## src/rtl/hsv_mask_pkg.sv

```systemverilog
// Shared constants for the HSV mask filter: default widths, cfg_addr map, reset thresholds.
// No logic; thr_default rescales the Q16.15 reset constants to an instance's FRAC.
package hsv_mask_pkg;

    localparam int N_DEF    = 32;
    localparam int FRAC_DEF = 15;

    localparam logic [2:0] ADDR_H_LO = 3'd0;
    localparam logic [2:0] ADDR_H_HI = 3'd1;
    localparam logic [2:0] ADDR_S_LO = 3'd2;
    localparam logic [2:0] ADDR_S_HI = 3'd3;
    localparam logic [2:0] ADDR_V_LO = 3'd4;
    localparam logic [2:0] ADDR_V_HI = 3'd5;

    localparam logic [31:0] H_MAX = 32'h00B4_0000;
    localparam logic [31:0] S_ONE = 32'h0000_8000;
    localparam logic [31:0] V_MAX = 32'h007F_8000;

    // Lower bounds reset to 0, upper bounds to the full channel range.
    function automatic logic [31:0] thr_default(input logic [2:0] addr, input int frac);
        logic [31:0] val;
        case (addr)
            ADDR_H_HI: val = (H_MAX >> FRAC_DEF) << frac;
            ADDR_S_HI: val = (S_ONE >> FRAC_DEF) << frac;
            ADDR_V_HI: val = (V_MAX >> FRAC_DEF) << frac;
            default:   val = 32'h0;
        endcase
        return val;
    endfunction

endpackage

```

## src/rtl/hsv_range_cmp.sv

```systemverilog
// Inclusive window test on the magnitude of a sign-magnitude word; WRAP_EN allows lo > hi wrap.
// Latency: combinational.
// Backpressure: none (pure function of its inputs).
module hsv_range_cmp #(
    parameter int N       = 32,
    parameter bit WRAP_EN = 1'b0
) (
    input  logic [N-1:0] x,
    input  logic [N-1:0] lo,
    input  logic [N-1:0] hi,
    output logic         pass
);

    logic [N-2:0] x_mag, lo_mag, hi_mag;
    logic         ge_lo, le_hi, in_win;
    // Threshold sign bits take no part in the comparison.
    logic         unused_thr_sign;

    assign x_mag  = x[N-2:0];
    assign lo_mag = lo[N-2:0];
    assign hi_mag = hi[N-2:0];
    assign unused_thr_sign = lo[N-1] ^ hi[N-1];

    always_comb begin
        ge_lo  = (x_mag >= lo_mag);
        le_hi  = (x_mag <= hi_mag);
        in_win = 1'b0;
        if (lo_mag <= hi_mag) begin
            in_win = ge_lo & le_hi;
        end else if (WRAP_EN) begin
            in_win = ge_lo | le_hi;
        end
        pass = ~x[N-1] & in_win;
    end

endmodule

```

## src/rtl/hsv_mask_filter.sv

```systemverilog
// HSV window mask with frame-synchronous threshold commit; optional per-frame hit counter (HSV_MASK_COUNT_EN).
// Latency: 2 cycles input-to-output, 1 pixel/cycle.
// Backpressure: whole pipe stalls when S2 is full and out_ready=0; in_ready = out_ready | ~out_valid.
module hsv_mask_filter
    import hsv_mask_pkg::*;
#(
    parameter int N    = N_DEF,
    parameter int FRAC = FRAC_DEF
) (
    input  logic         clk,
    input  logic         rst_n,
    input  logic         in_valid,
    output logic         in_ready,
    input  logic [N-1:0] in_h,
    input  logic [N-1:0] in_s,
    input  logic [N-1:0] in_v,
    input  logic         in_sof,
    input  logic         in_eof,
    output logic         out_valid,
    input  logic         out_ready,
    output logic         out_mask,
    output logic         out_sof,
    output logic         out_eof,
    input  logic         cfg_we,
    input  logic [2:0]   cfg_addr,
    input  logic [N-1:0] cfg_data,
    output logic [N-1:0] hit_count,
    output logic         count_valid
);

    localparam int NREG = 6;

    logic [NREG-1:0][N-1:0] shadow_q, shadow_d, active_q, thr_eff;
    logic adv, acc, commit;
    logic pass_h, pass_s, pass_v;
    logic s1_vld, s1_ph, s1_ps, s1_pv, s1_sof, s1_eof;

    assign adv      = out_ready | ~out_valid;
    assign in_ready = adv;
    assign acc      = in_valid & adv;
    assign commit   = acc & in_sof;

    // The sof pixel compares against the set it commits, including a same-cycle cfg write.
    always_comb begin
        shadow_d = shadow_q;
        if (cfg_we) begin
            for (int i = 0; i < NREG; i++) begin
                if (cfg_addr == 3'(i)) shadow_d[i] = cfg_data;
            end
        end
        thr_eff = commit ? shadow_d : active_q;
    end

    always_ff @(posedge clk or negedge rst_n) begin
        if (!rst_n) begin
            for (int i = 0; i < NREG; i++) begin
                shadow_q[i] <= N'(thr_default(3'(i), FRAC));
                active_q[i] <= N'(thr_default(3'(i), FRAC));
            end
        end else begin
            shadow_q <= shadow_d;
            if (commit) active_q <= shadow_d;
        end
    end

    hsv_range_cmp #(.N(N), .WRAP_EN(1'b1)) u_cmp_h (
        .x(in_h), .lo(thr_eff[ADDR_H_LO]), .hi(thr_eff[ADDR_H_HI]), .pass(pass_h)
    );
    hsv_range_cmp #(.N(N), .WRAP_EN(1'b0)) u_cmp_s (
        .x(in_s), .lo(thr_eff[ADDR_S_LO]), .hi(thr_eff[ADDR_S_HI]), .pass(pass_s)
    );
    hsv_range_cmp #(.N(N), .WRAP_EN(1'b0)) u_cmp_v (
        .x(in_v), .lo(thr_eff[ADDR_V_LO]), .hi(thr_eff[ADDR_V_HI]), .pass(pass_v)
    );

    always_ff @(posedge clk or negedge rst_n) begin
        if (!rst_n) begin
            s1_vld    <= 1'b0;
            s1_ph     <= 1'b0;
            s1_ps     <= 1'b0;
            s1_pv     <= 1'b0;
            s1_sof    <= 1'b0;
            s1_eof    <= 1'b0;
            out_valid <= 1'b0;
            out_mask  <= 1'b0;
            out_sof   <= 1'b0;
            out_eof   <= 1'b0;
        end else if (adv) begin
            s1_vld    <= in_valid;
            s1_ph     <= pass_h;
            s1_ps     <= pass_s;
            s1_pv     <= pass_v;
            s1_sof    <= in_sof & in_valid;
            s1_eof    <= in_eof & in_valid;
            out_valid <= s1_vld;
            out_mask  <= s1_vld & s1_ph & s1_ps & s1_pv;
            out_sof   <= s1_sof;
            out_eof   <= s1_eof;
        end
    end

`ifdef HSV_MASK_COUNT_EN
    logic [N-1:0] cnt_q, cnt_nxt;
    logic         handoff;

    assign handoff = out_valid & out_ready;

    // An sof pixel restarts the count, dropping any unterminated partial frame.
    always_comb begin
        cnt_nxt = out_sof ? '0 : cnt_q;
        if (out_mask && (cnt_nxt != '1)) cnt_nxt = cnt_nxt + N'(1);
    end

    always_ff @(posedge clk or negedge rst_n) begin
        if (!rst_n) begin
            cnt_q       <= '0;
            hit_count   <= '0;
            count_valid <= 1'b0;
        end else begin
            count_valid <= 1'b0;
            if (handoff) begin
                cnt_q <= cnt_nxt;
                if (out_eof) begin
                    hit_count   <= cnt_nxt;
                    count_valid <= 1'b1;
                end
            end
        end
    end
`else
    assign hit_count   = '0;
    assign count_valid = 1'b0;
`endif

endmodule

```

## config.mk

```make
export PLATFORM = sky130hd
export DESIGN_NAME = hsv_mask_filter
export DESIGN_NICKNAME = d
export VERILOG_FILES = /design/src/rtl/hsv_mask_pkg.sv /design/src/rtl/hsv_range_cmp.sv /design/src/rtl/hsv_mask_filter.sv
export SDC_FILE = /design/constraint.sdc
export NUM_CORES = 1
export LEC_CHECK = 0
export CAP_MARGIN = 40
export CORE_MARGIN = 2
export CORE_UTILIZATION = 46
export CTS_CLUSTER_DIAMETER = 100
export DETAILED_ROUTE_END_ITERATION = 8
export GPL_ROUTABILITY_DRIVEN = 0
export HOLD_SLACK_MARGIN = 0.1
export PLACE_DENSITY = 0.75
export SETUP_SLACK_MARGIN = 0.5
export SKIP_CTS_REPAIR_TIMING = 1
export SLEW_MARGIN = 0
export SYNTH_ARGS = -nofsm -noshare
export SYNTH_HDL_FRONTEND = slang
export SYNTH_SLANG_ARGS = --single-unit
```

## constraint.sdc

```tcl
create_clock -name clk -period 3.4 [get_ports clk]
set_input_delay 0.51 -clock clk [delete_from_list [all_inputs] [get_ports clk]]
set_output_delay 0.51 -clock clk [all_outputs]
set_load 0.05 [all_outputs]
```

==> qor.yml <==
power:
  clkPwrFrac_pct: 27.7
  seqPwrFrac_pct: 36.0
  power_density_nw_per_um2: 582
  power.static_leakage_uw: 0.0133
  power_switching_share_pct: 31.9
  vdd_drop_max_v: 0.000487
  power.combinational.fraction_pct: 36.3
  p_int_uw: 11200
  switching_power_uw: 5240
global_routing:
  grt-ovfl-total: 0
  grt_antenna_before_repair: 2
  maximum_number_of_pins_on_one_net_before_global_route_repair: 81
  grt_pass1_vias: 17654
  groute.usage.overall_pct: 25.3
  grt_pass1_wl_mm: 94.3
synth:
  synth-xor-area-share_pct: 0
  synth_cells: 1962
  ys_dominant_reg_cell: "sky130_fd_sc_hd__dfrtp_1"
  yosys-top-cells-area: "sky130_fd_sc_hd__dfrtp_1, sky130_fd_sc_hd__ha_1, sky130_fd_sc_hd__mux2_2"
  yosys.cell_count.top_type: "sky130_fd_sc_hd__dfrtp_1"
  netlist_area_um2: 21100
  synth_top_cell_by_area: "sky130_fd_sc_hd__dfrtp_1"
  synth-simple-area-share_pct: 10.5
  synth-edff-count: 0
  synth_top_family_by_area: "adder cells"
  synthArstFlopShare_pct: 100
  yosys-mux-area-fraction_pct: 10.2
  ys_seq_elements: 382
  syn-mean-instance-area_um2: 10.8
  yosys-top-cells-count: "sky130_fd_sc_hd__dfrtp_1, sky130_fd_sc_hd__ha_1, sky130_fd_sc_hd__or3_1"
  synth_adder_area_share_pct: 16.6
  synth-seq-area-share_pct: 45.4
  share_of_the_synthesized_area_in_compound_gates_ao_oa_aoi_oai_pct: 11.3
  yosys_warnings: 0
  number_of_distinct_standard_cells_referenced_by_the_synthesized_netlist: 53
  synthDominantCellAreaShare_pct: 42.1
setup_path:
  critical_path.startpoint_type: "input pin"
  timing.critical_path.fanout_max: 5
  rr_startpoint: "out_valid"
  critical_path_class: "in2reg"
  end_kind: "register"
  worst_ep_required_time_ps: 3840
  critical_path.startpoint: "cfg_addr[0]"
  arrival_ps: 3870
worst_hold_path:
  min_delay_path_class: "reg2reg"
  hold_start: "shadow_q[82]"
final_layout:
  final_layout_size_suffix_gt1_share_pct: 32.8
  layout_fillers: 3409
  area_used_by_multi_input_combinational_logic_um2: 11100
  synthToLayoutAreaGrowth_pct: 33.6
  antennaDiodeCount: 0
  finalNetCount: 2857
  layout.area.seq_um2: 9590
  layout.core_utilization_pct: 62.2
routing:
  wl_mm: 62.6
  antenna_violating_nets_post_route: 0
  remaining_drc_errors: 0
  drt_first_pass_iters: 7
  avgRoutedWirePerCell_um: 20.4
  avgViaCountPerCell: 5.57
  drt-initial-drc-count: 1216
  vias: 17085
floorplanning:
  starting_utilization_of_the_core_area_pct: 46.6
  placement_rows: 78
  floorplan.io_pins: 176
  core_area_um2: 45400
  die_boundary_width_um: 218
  fp.dieH_um: 218
  die_area_um2: 47700
sta:
  rsz_0062_raised_after_global_routing: "true"
  max-slew-margin-rel_pct: 60.2
  fin_crit_sh_pct: 101
  final.setup.worst_slack_ps: -29.1
  timing.final.hold_violations: 0
  timing.clock.skew_ps: 9.75
  hold-worst-slack_ps: 479
  worst_margin_slew_ps: 597
  timing.final.setup_violations: 1
  fmax_mhz: 292
  max_transition_viols_final: 0
  period_minus_slack_ps: 3430
clock_tree:
  cts_buffers: 42
  cts_num_sinks: 382
  cts_tree: "built"
  clockRootBuffer: "sky130_fd_sc_hd__clkbuf_16"
  cts.reportedPaths.clkPinSlew_ps: 60
  clock_tree.htree_level_count: 2
  clock_path_buffers: 3
  clock_insertion_delay_worst_skew_ps: 540
placed_design:
  detailedPlace.worstSlack_ps: -1060
  place.detailed.hpwl_mm: 45.7
  place.port_buffers: 141
run_status:
  status: "finished with violations"
  failed_checks: "setup timing"
run:
  cap_viol_max_count: 0
-- worst paths after layout --
kind                                       to  slack (ps)  depth (start not counted)
max in group asynchronous       shadow_q[179]        1970                          3
worst min register to register   shadow_q[82]         480                          1
min in group asynchronous        shadow_q[51]         530                          2
worst min-delay path             shadow_q[82]         480                          1
worst max register to register          s1_ph          70                         13
worst max-delay path                    s1_ph         -30                         16
-- cell families after synthesis --
logic type	after synthesis
AO/OA/AOI/OAI	417
AND/OR/NAND/NOR	384
flip-flops	382
buffers and inverters	306
adder cells (fa/ha/maj)	280
multiplexers	192
other	1
-- cells in the final DEF, fill, tap and decap left out, drive strengths merged, types with 4 or more instances in the layout --
master,instances
a2111oi,4
a211oi,14
a21o,45
a21oi,85
a221oi,9
and4,9
buf,373
clkbuf,70
clkdlybuf4s50,135
clkinv,4
conb,33
dfrtp,356
dfstp,26
ha,279
inv,194
mux2,192
nand2,58
nand3,22
nand4,43
nor2,24
nor2b,10
nor3,13
nor4,4
o21a,9
o21ai,224
o31ai,6
or3,184
-- power groups by stage --
stage          clock (µW)  sequential, µW  combinational [µW]
2_1_floorplan           0            5860                3200
3_3_place_gp            0            5900                5220
5_1_grt              4800            6000                6570
3_5_place_dp            0            5960                5490
4_1_cts              4600            5890                5560
6_report             4550            5920                5960
-- layer usage --
metal | up-vias | wire (µm) | global-route usage, %
li1 | 7926 | - | -
met1 | 8529 | 26000 | 32.0
met2 | 492 | 31000 | 43.9
met3 | 138 | 3150 | 3.63
met4 | 0 | 2450 | 9.61
met5 | - | 0 | 0
-- state kept, by name, summed over array words and instances, names as in the netlist --
name       count
s1_ph          1
s1_eof         1
s1_ps          1
s1_vld         1
out_sof        1
out_valid      1
out_mask       1
out_eof        1
s1_pv          1
active_q     186
shadow_q     186
s1_sof         1
-- critical path, stage by stage --
cell	delay, ps
sky130_fd_sc_hd__buf_8	100
sky130_fd_sc_hd__nor4b_4	350
sky130_fd_sc_hd__buf_12	190
sky130_fd_sc_hd__buf_6	120
sky130_fd_sc_hd__mux2_2	340
sky130_fd_sc_hd__or3_4	330
sky130_fd_sc_hd__o21ai_2	70
sky130_fd_sc_hd__inv_1	90
sky130_fd_sc_hd__ha_1	310
sky130_fd_sc_hd__nand4_1	220
sky130_fd_sc_hd__nor3_4	290
sky130_fd_sc_hd__o31ai_2	120
sky130_fd_sc_hd__a21oi_1	180
sky130_fd_sc_hd__o22ai_1	120
sky130_fd_sc_hd__maj3_2	300
sky130_fd_sc_hd__o31ai_2	220
-- area by class of cell --
type,count,share of cell area [%]
multi-input cells,1306,39.2
flip-flops and latches,382,34.0
repair buffers,515,16.8
clock buffers,65,4.49
well taps,600,2.66
inverters,193,2.57
clock inverters,9,0.368
-- stage by stage --
stage               total power [µW]  setup TNS, ps  cells  instance area, µm²
detailed placement             11500          -2930   2961               26000
global route                   17400           -162   3070               28200
global placement               11100          -2720   2961               26000
floorplan                       9060              0   1994               21500
finish                         16400          -29.1   3070               28200
CTS                            16000          -1310   3035               27400
No activity file was read; power rests on OpenSTA's default activity.
